**src/rtl/rr_arbiter16.sv**
```systemverilog
// ============================================================================
// Module   : rr_arbiter16
// Function : 16-way round-robin arbiter with a per-grant hold-time limit.
// Revision : 1.0
// ============================================================================
`default_nettype none

module rr_arbiter16 #(
  parameter int MAX_HOLD = 15
) (
  input  logic        clk,
  input  logic        rst,
  input  logic [15:0] req,
  input  logic        done,
  output logic [15:0] gnt,
  output logic [3:0]  gnt_id,
  output logic        gnt_valid,
  output logic        timeout
);

  localparam logic [0:0] IDLE  = 1'b0;
  localparam logic [0:0] GRANT = 1'b1;
  localparam logic [7:0] c_last_cnt = 8'(MAX_HOLD - 1);

  logic [0:0] r_state;
  logic [3:0] r_ptr;
  logic [7:0] r_cnt;
  logic [3:0] r_gnt_id;
  logic       r_timeout;

  logic [3:0] w_winner;
  logic       w_cnt_hit;
  logic       w_normal_rel;
  logic       w_release;

  // Scan downward through offsets so the smallest offset from r_ptr wins.
  always_comb begin
    w_winner = r_ptr;
    for (int i = 15; i >= 0; i--) begin
      if (req[r_ptr + 4'(i)]) begin
        w_winner = r_ptr + 4'(i);
      end
    end
  end

  assign w_cnt_hit    = (r_cnt == c_last_cnt);
  assign w_normal_rel = done | ~req[r_gnt_id];
  assign w_release    = w_normal_rel | w_cnt_hit;

  always_ff @(posedge clk or posedge rst) begin
    if (rst) begin
      r_state   <= IDLE;
      r_ptr     <= 4'd0;
      r_cnt     <= 8'd0;
      r_gnt_id  <= 4'd0;
      r_timeout <= 1'b0;
    end else begin
      r_timeout <= 1'b0;
      if (r_state == IDLE) begin
        if (|req) begin
          r_state  <= GRANT;
          r_gnt_id <= w_winner;
          r_cnt    <= 8'd0;
        end
      end else begin
        if (w_release) begin
          r_state   <= IDLE;
          r_ptr     <= r_gnt_id + 4'd1;
          // Only a pure hold-limit expiry counts as a forced revocation.
          r_timeout <= ~w_normal_rel;
        end else begin
          r_cnt <= r_cnt + 8'd1;
        end
      end
    end
  end

  assign gnt_valid = (r_state == GRANT);
  assign gnt_id    = r_gnt_id;
  assign gnt       = gnt_valid ? (16'b1 << r_gnt_id) : 16'b0;
  assign timeout   = r_timeout;

endmodule

`default_nettype wire

```
**config.mk**
```make
export PLATFORM = sky130hd
export DESIGN_NAME = rr_arbiter16
export DESIGN_NICKNAME = d
export VERILOG_FILES = /design/src/rtl/rr_arbiter16.sv
export SDC_FILE = /design/constraint.sdc
export NUM_CORES = 1
export LEC_CHECK = 0
export ABC_CLOCK_PERIOD_IN_PS = 8300
export CORE_ASPECT_RATIO = 1.4
export CORE_MARGIN = 4
export CORE_UTILIZATION = 45
export DETAILED_ROUTE_END_ITERATION = 10
export DONT_BUFFER_PORTS = 1
export GPL_TIMING_DRIVEN = 0
export SYNTH_ARGS = -nofsm -noshare
export SYNTH_HDL_FRONTEND = slang
export SYNTH_SLANG_ARGS = --single-unit
export TNS_END_PERCENT = 20
```
**constraint.sdc**
```tcl
create_clock -name clk -period 8.3 [get_ports clk]
set_input_delay 1.66 -clock clk [delete_from_list [all_inputs] [get_ports clk]]
set_output_delay 1.66 -clock clk [all_outputs]
set_load 0.02 [all_outputs]
```
==> out/metrics.cfg, run 1 <==
[sta]
holdWs_ps = 517
fmax_ghz = 0.218
hold_viol = 0
period_share_pct = 55.2
slew_headroom_pct = 48.0
fin_crit_ps = 4580
setup_violations = 0
worst_pin_slew_ps = 761
rsz0062_at_grt = no
setup_tns_ps = 0
drv_slew = 0
skew_ps = 3.35

[global_routing]
grt_pass1_wl_um = 17800
grt_pass1_vias = 3318
grt_overflow = 0
track_usage_pct = 25.3
antenna_found_initial = 0
grt_max_degree = 19

[synthesis]
synth_nets = 454
synth_top_area_share_pct = 14.4
synthesis.area_um2 = 3440
yosysTopAreaCell = mux4_2
yosysWarnings = 0
synth-edff-count = 0
async_reset_ff_share_pct = 100
synth_flop_cell = dfrtp_1
ys_types = 73
ys_top_cells_by_area = mux4_2 (14%), dfrtp_1 (13%), mux2i_1 (8.2%), nand2_1 (6.0%), ha_1 (5.5%)
synth-seq-area-share_pct = 13.1
syn_inst = 420
synth_seq_cells = 18
syn_avg_cell_area_um2 = 8.18

[final_layout]
layout_commonest_cell = nand2_1
diodes = 0
stdcell_count = 520
layout-drive-gt1-share_pct = 14.4
nNetsFinal = 459
final_cell_mix = nand2_1 (55), nor2_1 (42), mux2i_1 (28)
syn_to_final_growth_pct = 4.73

[placement]
dpl.hpwl_um = 8770
portBuffers = 0
place_congestion = 0.933
placed_cells = 517

[setup_path]
worstPathMaxFanout = 13
required_ps = 8420
critPathLaunchType = register
crit_family = compound AO/OA/AOI/OAI gates
arrival_ps = 4700
cpMostUsedCell = buf_2
worst_path_max_delay_cell = a2111oi_0
path_buf_inv = 6
path_class = reg2reg
max_stage_delay_ps = 690
cp-end-kind = register
cp_cell_sequence = buf_4, buf_2, inv_1, clkbuf_1, ha_1, buf_2, buf_2, mux2i_1, nand2_1, o2bb2ai_1, nor3_1, a2111oi_0, a21boi_1, a211oi_1, o22ai_1, a21oi_1

[cts]
insertion_delay_ps = 250
post_cts_resized = 0
cts_tree = done
cts_hold_buf = 0
postCtsSetupRepairBufs = 0
clk_path_buf_depth = 2
ctsRootBufferMaster = clkbuf_8
htreeDepth = 1
clk_pin_slew_ps = 70
cts_buffers = 3
cts.sinks = 18

[detailed_routing]
viasPerCell = 6.57
dr.pass1.iters = 5
ant_nets = 0
drc = 0
wl_per_cell_um = 21.5
drt_iter0_drc = 175
drt_wl_total_um = 11200
vias = 3417

[job]
drv_cap = 0

[die]
die_w_um = 81.9
start_util_pct = 46.4
die_y_um = 111
io_pins = 41
core-area_um2 = 7410
dieArea_um2 = 9120
rows = 37

[run_status]
outcome = completed

[worst_hold_path]
hp-class = reg2reg

[cell usage after synthesis, types with 4 or more instances]
cell / count
nand2_1: 55
nor2_1: 42
mux2i_1: 28
a21oi_1: 25
mux4_2: 22
dfrtp_1: 18
o21ai_0: 17
ha_1: 15
buf_2: 12
nand3_1: 12
nor3_1: 12
inv_1: 11
clkbuf_1: 10
xnor2_1: 8
a31oi_1: 7
mux2_2: 6
nand2b_1: 6
and3_1: 5
nor4_1: 5
xor2_1: 5
and2_1: 4
nand4_1: 4
nor2b_1: 4
o22ai_1: 4
or3_1: 4
[cells by family (layout without fill, tap and decap cells)]
kind of cell	Yosys count	after routing	share of synthesized area (%)
multiplexers	59	59	26.6
flip-flops	18	18	13.1
AND/OR/NAND/NOR	167	167	23.1
XOR/XNOR	17	17	5.53
buffers and inverters	42	45	5.57
adder cells (fa/ha/maj)	15	15	5.46
AO/OA/AOI/OAI	102	102	20.6
[layer usage]
metal  track usage [%]  part of all wire (%)  vias to the layer above
met5                 0                     0                        -
met2              42.7                    51                      143
met3              2.67                   4.3                       33
met4              12.6                   4.6                        0
li1                  -                     -                     1581
met1              31.1                    40                     1660
[stage by stage]
stage / worst slack (ps) / util, % / instance area (um2)
finish: 3720 / 48.6 / 3600
CTS: 3780 / 48.6 / 3600
global placement: 3860 / 48.0 / 3560
global route: 3300 / 48.6 / 3600
detailed placement: 3830 / 48.0 / 3560
floorplan: 4600 / - / 3440
[layout make-up]
type / count / area [um2]
plain buffers: 27 / 135
clock buffers: 3 / 41.3
well taps: 97 / 121
multi-input cells: 360 / 2800
flip-flops and latches: 18 / 450
inverters: 15 / 56.3
fillers: 749 / 3810
[state kept, by name, summed over array words and instances, names as in the netlist]
name / count
gnt_valid: 1
timeout: 1
gnt_id: 4
r_cnt: 8
r_ptr: 4
[final timing paths]
| check | startpoint | end | slack [ps] | cells past startpoint |
|---|---|---|---|---|
| hold / removal | r_cnt[3] | r_cnt[3] | 520 | 1 |
| max in group asynchronous | rst | r_ptr[3] | 6430 | 1 |
| setup / recovery | r_ptr[1] | gnt_id[3] | 3720 | 16 |
| setup reg to reg | r_ptr[1] | gnt_id[3] | 3720 | 16 |
| hold reg to reg | r_cnt[3] | r_cnt[3] | 520 | 1 |
| min in group asynchronous | rst | gnt_id[2] | 1410 | 1 |
Power of run 1 is left out: the tool's default activity adds up to more than one toggle a clock period on the data nets, which glitch-free logic cannot reach.
==> run 2: changes to the inputs <==
--- a/config.mk
+++ b/config.mk
@@ -5,7 +5,7 @@
 export SDC_FILE = /design/constraint.sdc
 export NUM_CORES = 1
 export LEC_CHECK = 0
-export ABC_CLOCK_PERIOD_IN_PS = 8300
+export ABC_CLOCK_PERIOD_IN_PS = 4100
 export CORE_ASPECT_RATIO = 1.4
 export CORE_MARGIN = 4
 export CORE_UTILIZATION = 45
==> constraint.sdc (replaced) <==
create_clock -name clk -period 4.1 [get_ports clk]
set_input_delay 0.82 -clock clk [delete_from_list [all_inputs] [get_ports clk]]
set_output_delay 0.82 -clock clk [all_outputs]
set_load 0.02 [all_outputs]
==> run 2 against run 1 <==
  * Worst hold slack worse by 1.7 ps
  * Non-clock buffer count is 1 higher
  * Wire length is 0.81% higher
  * Critical endpoint is now gnt_id[1]
  * Largest cell class unchanged
==> out/metrics.cfg, run 2 (synthesized netlist as in run 1, its figures left out) <==
[setup_path]
arrival_ps = 4090  ; was 4700 ps
rrSetupSlack_ps = 180  ; was 3720 ps
cp-endpoint = gnt_id[1]  ; was gnt_id[3]
worstPathMaxFanout = 10  ; was 13
required_ps = 4270  ; was 8420 ps
r2r_cells = 14  ; was 16
path_class = reg2reg  ; unchanged
r2r-start = r_ptr[0]  ; was r_ptr[1]
cp-end-kind = register  ; unchanged
critPathLaunchType = register  ; unchanged
crit_start = r_ptr[0]  ; was r_ptr[1]
reg2reg_to = gnt_id[1]  ; was gnt_id[3]

[final_layout]
top_register = r_cnt  ; unchanged
nNetsFinal = 460  ; was 459
final_area_um2 = 3660  ; was 3600 um2
layout_commonest_cell = nand2_1  ; unchanged
final_cell_mix = nand2_1 (55), nor2_1 (42), mux2i_1 (28)  ; unchanged
final_util_pct = 49.5  ; was 48.6%
syn_to_final_growth_pct = 6.59  ; was 4.73%
diodes = 0  ; unchanged
largest_reg_flops = 8  ; unchanged
layout-drive-gt1-share_pct = 16.5  ; was 14.4%

[cts]
clk_pin_slew_ps = 70  ; about the same
htreeDepth = 1  ; unchanged
cts_hold_buf = 0  ; unchanged
cts_tree = done  ; unchanged
clk_path_buf_depth = 2  ; unchanged
ctsRootBufferMaster = clkbuf_8  ; unchanged
cts.sinks = 18  ; unchanged
insertion_delay_ps = 250  ; about the same
cts_buffers = 3  ; unchanged

[global_routing]
track_usage_pct = 25.3  ; unchanged
grt_pass1_wl_um = 17800  ; about the same
grt_overflow = 0  ; unchanged
antenna_found_initial = 0  ; unchanged
grt_max_degree = 20  ; was 19
grt_pass1_vias = 3318  ; unchanged

[detailed_routing]
ant_nets = 0  ; unchanged
drc = 0  ; unchanged
wl_per_cell_um = 21.6  ; was 21.5 um
met2_length_um = 5810  ; was 5750 um
viasPerCell = 6.47  ; was 6.57
drt_wl_total_um = 11300  ; was 11,200 um
wl_met3_um = 440  ; was 476 um
dr.pass1.iters = 5  ; unchanged
vias = 3371  ; was 3,417
drt_iter0_drc = 182  ; was 175
wl_met1_um = 4550  ; was 4430 um
highest_layer = met4  ; unchanged

[die]
io_pins = 41  ; unchanged
die_w_um = 81.9  ; unchanged
core-area_um2 = 7410  ; unchanged
rows = 37  ; unchanged
die_y_um = 111  ; unchanged
dieArea_um2 = 9120  ; unchanged
start_util_pct = 46.4  ; unchanged

[sta]
slew_headroom_pct = 52.2  ; was 48.0%
layout_setup_ws_ps = 183  ; was 3720 ps
fmax_ghz = 0.255  ; was 0.218 GHz
setup_violations = 0  ; unchanged
fin_crit_ps = 3920  ; was 4580 ps
holdWs_ps = 516  ; was 517 ps
skew_ps = 0.896  ; was 3.35 ps
drv_slew = 0  ; unchanged
worst_pin_slew_ps = 712  ; was 761 ps
period_share_pct = 95.5  ; was 55.2%
hold_viol = 0  ; unchanged

[placement]
pre_cts_ws_ps = -374  ; was 3830 ps
dpl_cell_area_um2 = 3560  ; unchanged
portBuffers = 0  ; unchanged
dpl.hpwl_um = 8770  ; unchanged
place_congestion = 0.933  ; unchanged

[worst_hold_path]
hp-class = reg2reg  ; unchanged

[run_status]
outcome = completed  ; unchanged

[job]
drv_cap = 0  ; unchanged

run 2: timing repair:
action	4_1_cts	5_1_grt
gates resized for setup	3	14
buffers inserted	0	2
endpoints found under the setup margin	4	4
pin swaps	0	1
run 2: layer usage:
metal  up-vias  GRT usage (%)
met2       132           43.0
met4         0           12.2
met1      1630           31.3
met3        29           2.27
met5         -              0
li1       1580              -
run 2: how the worst min path moves through the flow:
stage | startpoint | to | slack, ps | depth (start not counted)
6_report | r_cnt[3] | r_cnt[3] | 520 | 1
5_1_grt | r_cnt[3] | r_cnt[3] | 550 | 1
4_1_cts | r_cnt[3] | r_cnt[3] | 520 | 1
3_5_place_dp | r_cnt[3] | r_cnt[3] | 500 | 1
3_3_place_gp | r_cnt[3] | r_cnt[3] | 500 | 1
2_1_floorplan | r_cnt[3] | r_cnt[3] | 440 | 1
run 2: final cells by class:
cell class | count | area, um2
plain buffers | 26 | 146
well taps | 97 | 121
flip-flops and latches | 18 | 452
inverters | 15 | 56.3
clock buffers | 3 | 41.3
repair buffers | 2 | 15.0
fillers | 749 | 3740
multi-input cells | 360 | 2830
run 2: stage by stage:
stage          std cells  TNS [ps]
2_1_floorplan        420         0
3_3_place_gp         517     -1120
3_5_place_dp         517     -1240
4_1_cts              519         0
5_1_grt              521     -58.9
6_report             521         0
run 2: worst max-delay path, cell delays in order (launching register included):
cell and delay (ps):
dfrtp_1 420, buf_6 170, buf_4 180, inv_1 70, buf_2 230, ha_1 440, xor2_2 470, nor2_1 110
o2bb2ai_1 160, nor3_1 600, o21bai_1 150, a211o_1 320, o221ai_1 190, o21ai_1 120, a21oi_1 190
Power of run 2 is left out for the same reason.
==> run 3: changes to the inputs <==
--- a/config.mk
+++ b/config.mk
@@ -9,6 +9,7 @@
 export CORE_ASPECT_RATIO = 1.4
 export CORE_MARGIN = 4
 export CORE_UTILIZATION = 45
+export CTS_CLUSTER_DIAMETER = 80
 export DETAILED_ROUTE_END_ITERATION = 10
 export DONT_BUFFER_PORTS = 1
 export GPL_TIMING_DRIVEN = 0
==> results of run 3 <==
No change in the layout: final DEF, timing and power equal those of run 2.
Power of run 3 is left out for the same reason.
